### src/rtl/btb_update_queue_pkg.sv
// Shared types and default sizes for the BTB update queue.
//   UPDQ_ENTRY : one queued BTB update {valid, branch_PC, target_PC}
//   UPDQ_IDX   : queue slot index for the default depth
package btb_update_queue_pkg;

    localparam int unsigned UPDQ_ADDR_W     = 32;
    localparam int unsigned UPDQ_DEPTH      = 8;
    localparam int unsigned UPDQ_NUM_BR     = 2;
    localparam int unsigned UPDQ_DROP_CNT_W = 16;

    typedef logic [UPDQ_ADDR_W-1:0] ADDR;

    typedef logic [$clog2(UPDQ_DEPTH)-1:0] UPDQ_IDX;

    typedef struct packed {
        logic valid;
        ADDR  branch_PC;
        ADDR  target_PC;
    } UPDQ_ENTRY;

endpackage

### src/rtl/updq_lane_merge.sv
// Combinational lane resolver for the BTB update queue.
// Collapses same-PC taken lanes (highest lane wins) and looks the
// survivors up against the queued PCs.
//   br_valid_i/br_taken_i/br_pc_i : resolution lanes
//   q_pc_i/q_match_en_i           : queued PCs and which slots may coalesce
//   allocate_o                    : lane needs a new slot
//   coalesce_hit_o/coalesce_idx_o : lane overwrites the target of a queued slot
module updq_lane_merge
    import btb_update_queue_pkg::*;
#(
    parameter int unsigned DEPTH  = UPDQ_DEPTH,
    parameter int unsigned NUM_BR = UPDQ_NUM_BR
) (
    input  logic [NUM_BR-1:0]                      br_valid_i,
    input  logic [NUM_BR-1:0]                      br_taken_i,
    input  ADDR  [NUM_BR-1:0]                      br_pc_i,
    input  ADDR  [DEPTH-1:0]                       q_pc_i,
    input  logic [DEPTH-1:0]                       q_match_en_i,
    output logic [NUM_BR-1:0]                      allocate_o,
    output logic [NUM_BR-1:0]                      coalesce_hit_o,
    output logic [NUM_BR-1:0][$clog2(DEPTH)-1:0]   coalesce_idx_o
);

    localparam int unsigned IDX_W = $clog2(DEPTH);

    logic [NUM_BR-1:0] cand;
    logic [NUM_BR-1:0] survivor;

    assign cand = br_valid_i & br_taken_i;

    // A lane is superseded when a higher lane carries the same PC.
    always_comb begin
        survivor = cand;
        for (int i = 0; i < int'(NUM_BR); i++) begin
            for (int j = i + 1; j < int'(NUM_BR); j++) begin
                if (cand[j] && (br_pc_i[j] == br_pc_i[i])) begin
                    survivor[i] = 1'b0;
                end
            end
        end
    end

    // Survivors matching an eligible queued slot coalesce; the rest allocate.
    always_comb begin
        coalesce_hit_o = '0;
        coalesce_idx_o = '0;
        for (int i = 0; i < int'(NUM_BR); i++) begin
            for (int e = 0; e < int'(DEPTH); e++) begin
                if (survivor[i] && q_match_en_i[e] && (q_pc_i[e] == br_pc_i[i])) begin
                    coalesce_hit_o[i] = 1'b1;
                    coalesce_idx_o[i] = IDX_W'(e);
                end
            end
        end
        allocate_o = survivor & ~coalesce_hit_o;
    end

endmodule

### src/rtl/btb_update_queue.sv
// BTB update queue: buffers resolved taken branches, coalesces repeat PCs,
// drains one update per cycle into the BTB and counts dropped updates.
//   clock, reset                      : clock, synchronous active-high reset
//   br_valid/br_taken/br_PC/br_target_PC : resolution lanes
//   resolving_*                       : registered head entry to the BTB
//   queue_count                       : registered occupancy
//   drop_count                        : saturating count of discarded updates
module btb_update_queue
    import btb_update_queue_pkg::*;
#(
    parameter int unsigned DEPTH      = UPDQ_DEPTH,
    parameter int unsigned NUM_BR     = UPDQ_NUM_BR,
    parameter int unsigned DROP_CNT_W = UPDQ_DROP_CNT_W
) (
    input  logic                      clock,
    input  logic                      reset,
    input  logic [NUM_BR-1:0]         br_valid,
    input  logic [NUM_BR-1:0]         br_taken,
    input  ADDR  [NUM_BR-1:0]         br_PC,
    input  ADDR  [NUM_BR-1:0]         br_target_PC,
    output logic                      resolving_valid,
    output ADDR                       resolving_branch_PC,
    output ADDR                       resolving_target_PC,
    output logic [$clog2(DEPTH):0]    queue_count,
    output logic [DROP_CNT_W-1:0]     drop_count
);

    localparam int unsigned IDX_W = $clog2(DEPTH);
    localparam int unsigned CNT_W = IDX_W + 1;

    UPDQ_ENTRY              entries_q [DEPTH];
    UPDQ_ENTRY              entries_d [DEPTH];
    logic [IDX_W-1:0]       head_q, head_d;
    logic [IDX_W-1:0]       tail_q, tail_d;
    logic [CNT_W-1:0]       count_q, count_d;
    logic [DROP_CNT_W-1:0]  drop_q, drop_d;
    UPDQ_ENTRY              out_q, out_d;

    ADDR  [DEPTH-1:0]               q_pc;
    logic [DEPTH-1:0]               q_match_en;
    logic [NUM_BR-1:0]              lane_alloc;
    logic [NUM_BR-1:0]              lane_hit;
    logic [NUM_BR-1:0][IDX_W-1:0]   lane_hit_idx;

    logic                   deq;
    logic [CNT_W-1:0]       free_slots;
    logic [CNT_W-1:0]       alloc_n;
    logic [CNT_W-1:0]       drop_n;
    logic [DROP_CNT_W:0]    drop_sum;

    // The head is always dequeued when valid, so it never takes a coalesce.
    always_comb begin
        for (int e = 0; e < int'(DEPTH); e++) begin
            q_pc[e]       = entries_q[e].branch_PC;
            q_match_en[e] = entries_q[e].valid && (IDX_W'(e) != head_q);
        end
    end

    updq_lane_merge #(
        .DEPTH  (DEPTH),
        .NUM_BR (NUM_BR)
    ) u_lane_merge (
        .br_valid_i     (br_valid),
        .br_taken_i     (br_taken),
        .br_pc_i        (br_PC),
        .q_pc_i         (q_pc),
        .q_match_en_i   (q_match_en),
        .allocate_o     (lane_alloc),
        .coalesce_hit_o (lane_hit),
        .coalesce_idx_o (lane_hit_idx)
    );

    // Next-state: dequeue head, apply coalesces, append within start-of-cycle free space.
    always_comb begin
        entries_d  = entries_q;
        deq        = (count_q != '0);
        free_slots = CNT_W'(DEPTH) - count_q;
        alloc_n    = '0;
        drop_n     = '0;

        if (deq) begin
            entries_d[head_q].valid = 1'b0;
        end

        for (int i = 0; i < int'(NUM_BR); i++) begin
            if (lane_hit[i]) begin
                entries_d[lane_hit_idx[i]].target_PC = br_target_PC[i];
            end else if (lane_alloc[i]) begin
                if (alloc_n < free_slots) begin
                    entries_d[tail_q + IDX_W'(alloc_n)].valid     = 1'b1;
                    entries_d[tail_q + IDX_W'(alloc_n)].branch_PC = br_PC[i];
                    entries_d[tail_q + IDX_W'(alloc_n)].target_PC = br_target_PC[i];
                    alloc_n = alloc_n + CNT_W'(1);
                end else begin
                    drop_n = drop_n + CNT_W'(1);
                end
            end
        end

        head_d  = head_q + IDX_W'(deq);
        tail_d  = tail_q + IDX_W'(alloc_n);
        count_d = count_q + alloc_n - CNT_W'(deq);

        drop_sum = {1'b0, drop_q} + (DROP_CNT_W + 1)'(drop_n);
        drop_d   = drop_sum[DROP_CNT_W] ? '1 : drop_sum[DROP_CNT_W-1:0];

        // Present the next head straight from the register inputs.
        out_d = entries_d[head_d];
    end

    always_ff @(posedge clock) begin
        if (reset) begin
            for (int e = 0; e < int'(DEPTH); e++) begin
                entries_q[e] <= '0;
            end
            head_q  <= '0;
            tail_q  <= '0;
            count_q <= '0;
            drop_q  <= '0;
            out_q   <= '0;
        end else begin
            for (int e = 0; e < int'(DEPTH); e++) begin
                entries_q[e] <= entries_d[e];
            end
            head_q  <= head_d;
            tail_q  <= tail_d;
            count_q <= count_d;
            drop_q  <= drop_d;
            out_q   <= out_d;
        end
    end

    assign resolving_valid     = out_q.valid;
    assign resolving_branch_PC = out_q.branch_PC;
    assign resolving_target_PC = out_q.target_PC;
    assign queue_count         = count_q;
    assign drop_count          = drop_q;

endmodule
### config.mk
export PLATFORM = sky130hd
export DESIGN_NAME = btb_update_queue
export DESIGN_NICKNAME = d
export VERILOG_FILES = /design/src/rtl/btb_update_queue_pkg.sv /design/src/rtl/updq_lane_merge.sv /design/src/rtl/btb_update_queue.sv
export SDC_FILE = /design/constraint.sdc
export NUM_CORES = 2
export LEC_CHECK = 0
export BUFFER_PORTS_ARGS = -buffer_cell sky130_fd_sc_hd__buf_2
export CAP_MARGIN = 30
export CORE_AREA = 4 4 258 260
export DETAILED_ROUTE_END_ITERATION = 10
export DIE_AREA = 0 0 262 264
export PLACE_DENSITY = 0.78
export SLEW_MARGIN = 20
export SYNTH_ARGS = -nofsm -noshare
export SYNTH_HDL_FRONTEND = slang
export SYNTH_SLANG_ARGS = --single-unit
export TNS_END_PERCENT = 50
### constraint.sdc
create_clock -name clock -period 9.1 [get_ports clock]
set_input_delay 0 -clock clock [delete_from_list [all_inputs] [get_ports clock]]
set_output_delay 0 -clock clock [all_outputs]
set_load 0.05 [all_outputs]
==> flow_metrics.env <==
export IMPL_cts_max_level=3
export IMPL_vias=36907
export IMPL_syn_inst=4354
export IMPL_hpwl_um=114000
export IMPL_grt_ovfl_total=0
export IMPL_whs_path_depth=3
export IMPL_synth_cell_type_count=82
export IMPL_grt_first_pass_wirelength_um=241000
export IMPL_report_final_slew_viol_count=0
export IMPL_totalWireLength_um=169000
export IMPL_synth_area_leader_cell="dfxtp_1"
export IMPL_synthToLayoutAreaGrowth_pct=11.6
export IMPL_ir_worst_vdd_v=0.000270
export IMPL_finClkSkew_ns=0.0331
export IMPL_syn_num_nets=4508
export IMPL_worstSetupStartpoint="entries_q[385]"
export IMPL_wl_met2_um=69700
export IMPL_multi_input_area_um2=24200
export IMPL_fill_cells=5171
export IMPL_finalWorstSetupSlack_ns=1.67
export IMPL_timing_final_crit_share_pct=81.7
export IMPL_path_max_fanout=28
export IMPL_grt_usage_pct=47.0
export IMPL_rrSetupSlack_ns=1.67
export IMPL_antenna_found_initial=10
export IMPL_insertion_delay_ns=0.66
export IMPL_drive_gt1_share_pct=15.5
export IMPL_ctsRootBufferMaster="clkbuf_16"
export IMPL_synth_edf_count=0
export IMPL_seq_area_um2=12200
export IMPL_syn_avg_cell_area_um2=8.82
export IMPL_yosys_warnings=0
export IMPL_synth_xor_area_share_pct=12.8
export IMPL_drtIter0Drc=5427
export IMPL_cts_reportedPaths_clkPinSlew_ns=0.06
export IMPL_fin_setup_tns_ns=0
export IMPL_wl_met3_um=23600
export IMPL_top_layer="met5"
export IMPL_synth_top_family_by_area="multiplexers"
export IMPL_setup_worst_path_end_class="register"
export IMPL_critPathArrivalTime_ns=7.97
export IMPL_core_um2=64100
export IMPL_final_antenna_net_count=0
export IMPL_leakage_nw=18.7
export IMPL_place_congestion=1.13
export IMPL_clock_fmax_mhz=135
export IMPL_dp_slack_ns=2.07
export IMPL_synth_fa_ha_area_share_pct=0.710
export IMPL_post_cts_buffers=0
export IMPL_setup_viol=0
export IMPL_initial_core_util_pct=59.9
export IMPL_fp_dieW_um=262
export IMPL_cts_num_sinks=611
export IMPL_worstRegToRegCells=17
export IMPL_async_flop_share_pct=0
export IMPL_clk_path_buf_depth=3
export IMPL_synth_compound_area_share_pct=13.9
export IMPL_critical_path_class="reg -> reg"
export IMPL_viasPerCell=6.95
export IMPL_hold_slack_ns=0.0135
export IMPL_io_buffers=218
export IMPL_maxSlewHeadroom_pct=22.6
export IMPL_core_rowCount=93
export IMPL_cp_required_ns=9.64
export IMPL_grt_pass1_vias=34057
export IMPL_powerDensity_nw_per_um2=251
export IMPL_netlist_area_leader_share_pct=31.9
export IMPL_drc=0
export IMPL_hold_viol=0
export IMPL_reg2reg_from="entries_q[385]"
export IMPL_detail_route_wl_per_cell_um=31.8
export IMPL_tightest_slew_ns=1.16
export IMPL_synth_seq_cells=611
export IMPL_ctsHoldBuffers=114
export IMPL_min_path_type="in -> reg"
export IMPL_worst_setup_path_start_kind="register"
export IMPL_fp_dieH_um=264
export IMPL_fin_nets=4553
export IMPL_die_area_um2=69200
export IMPL_ios=219
export IMPL_total_power_mw=10.8
export IMPL_status="complete, no violations"
export IMPL_synth_ff_type="dfxtp_1"
export IMPL_min_from="br_PC[55]"
export IMPL_cts_buffers=68
export IMPL_dr_pass1_iters=8
export IMPL_synthMuxAreaShare_pct=20.5
export IMPL_synthTopCellsByArea="dfxtp_1 (32%), mux2i_1 (14%), xor2_1 (7.9%)"
export IMPL_syn_cell_area_um2=38400
export IMPL_synth_simple_area_share_pct=14.3
export IMPL_grt_max_degree=172
export IMPL_min_period_ns=7.43
export IMPL_rsz0062_at_grt="false"
export IMPL_m1WireLength_um=61800
export IMPL_cts_resized=0
export IMPL_synth_sequential_area_ratio_pct=31.9
export IMPL_cts_tree="yes"
export IMPL_maxCapViolCount=0
placed cells by master (no fill, tap or decap), types with 49 or more instances in the layout:
cell type / count
o221ai_1: 49
dfxtp_1: 611
nand2_1: 197
dlygate4sd3_1: 114
mux2i_1: 518
xnor2_1: 217
nand4_1: 81
a21oi_1: 72
nor2_1: 610
buf_2: 222
mux2_2: 211
clkbuf_16: 68
xor2_1: 346
o22a_1: 53
a211oi_1: 247
o21ai_0: 120
buf_4: 79
nor4_1: 89
o22ai_1: 95
path summary, 6_finish.rpt:
kind	to
min reg2reg	drop_count[4]
max	resolving_target_PC[20]
min	entries_q[380]
max reg2reg	resolving_target_PC[20]
metrics by stage:
step | cell area (um2) | utilization [%] | cells
3_3_place_gp | 39300 | 61.3 | 5056
4_1_cts | 42700 | 66.6 | 5289
3_5_place_dp | 39300 | 61.4 | 5060
2_1_floorplan | 38400 | - | 4354
5_1_grt | 42900 | 66.8 | 5300
6_report | 42900 | 66.9 | 5307
worst max-delay path, cell delays in order, from the launching register on:
cell	delay [ns]
dfxtp_1	0.52
xor2_1	0.94
nor4_1	0.18
nand4_1	0.20
or3_1	0.38
a41oi_4	0.45
nor3_1	0.41
ha_1	0.23
ha_1	0.20
xor2_1	0.77
o2111ai_4	0.52
buf_8	0.32
and2_2	0.38
buf_4	0.38
mux2i_1	0.29
o22ai_1	0.15
a2111o_1	0.37
dlygate4sd3_1	0.56
logic make-up (layout without fill, tap and decap cells):
group           Yosys count  in the layout
xor+xnor                563            563
simple gates           1177           1177
mux                     753            753
flops                   611            611
other cells               0              8
compound gates          751            751
buf+inv                 479            569
fa+ha+maj                20             20
cell usage after synthesis, drive strengths merged (16+ instances only):
cell type and count:
nand4 81, mux2i 518, mux2 233, nand2b 16
nor2b 20, nor3 34, nor2 614, clkbuf 212
o22ai 95, o31ai 19, ha 17, xnor2 217
xor2 346, dfxtp 611, nor4 95, inv 29
o221ai 49, o21ai 123, a21oi 76, nand2 202
a2111o 23, buf 238, a211oi 248, o22a 53
nor3b 22, nand3 31
per-layer routing:
metal,vias up,GRT usage (%)
met4,10,29.8
met5,-,0
met2,2900,67.7
li1,15595,-
met1,17682,59.7
met3,720,16.6
state kept, by name, indices dropped and copies added (netlist names):
register,count
resolving_target_PC,32
queue_count,4
resolving_branch_PC,32
tail_q,3
drop_count,16
head_q,3
resolving_valid,1
entries_q,520
power breakdown:
part / switching, mW / leakage, nW / internal, mW
clock network: 1.23 / 1.09 / 1.60
registers: 0.329 / 4.94 / 3.03
logic: 3.20 / 12.7 / 1.38
total: 4.76 / 18.7 / 6.01
layout make-up:
type / count / share of cell area (%)
Clock inverter: 16 / 0.511
Antenna cell: 8 / 0.0467
Inverter: 29 / 0.254
Clock buffer: 99 / 4.68
Timing Repair Buffer: 425 / 7.07
Tap cell: 855 / 2.50
Sequential cell: 611 / 28.5
Multi-Input combinational cell: 3264 / 56.4
Power figures use the tool's default switching activity.
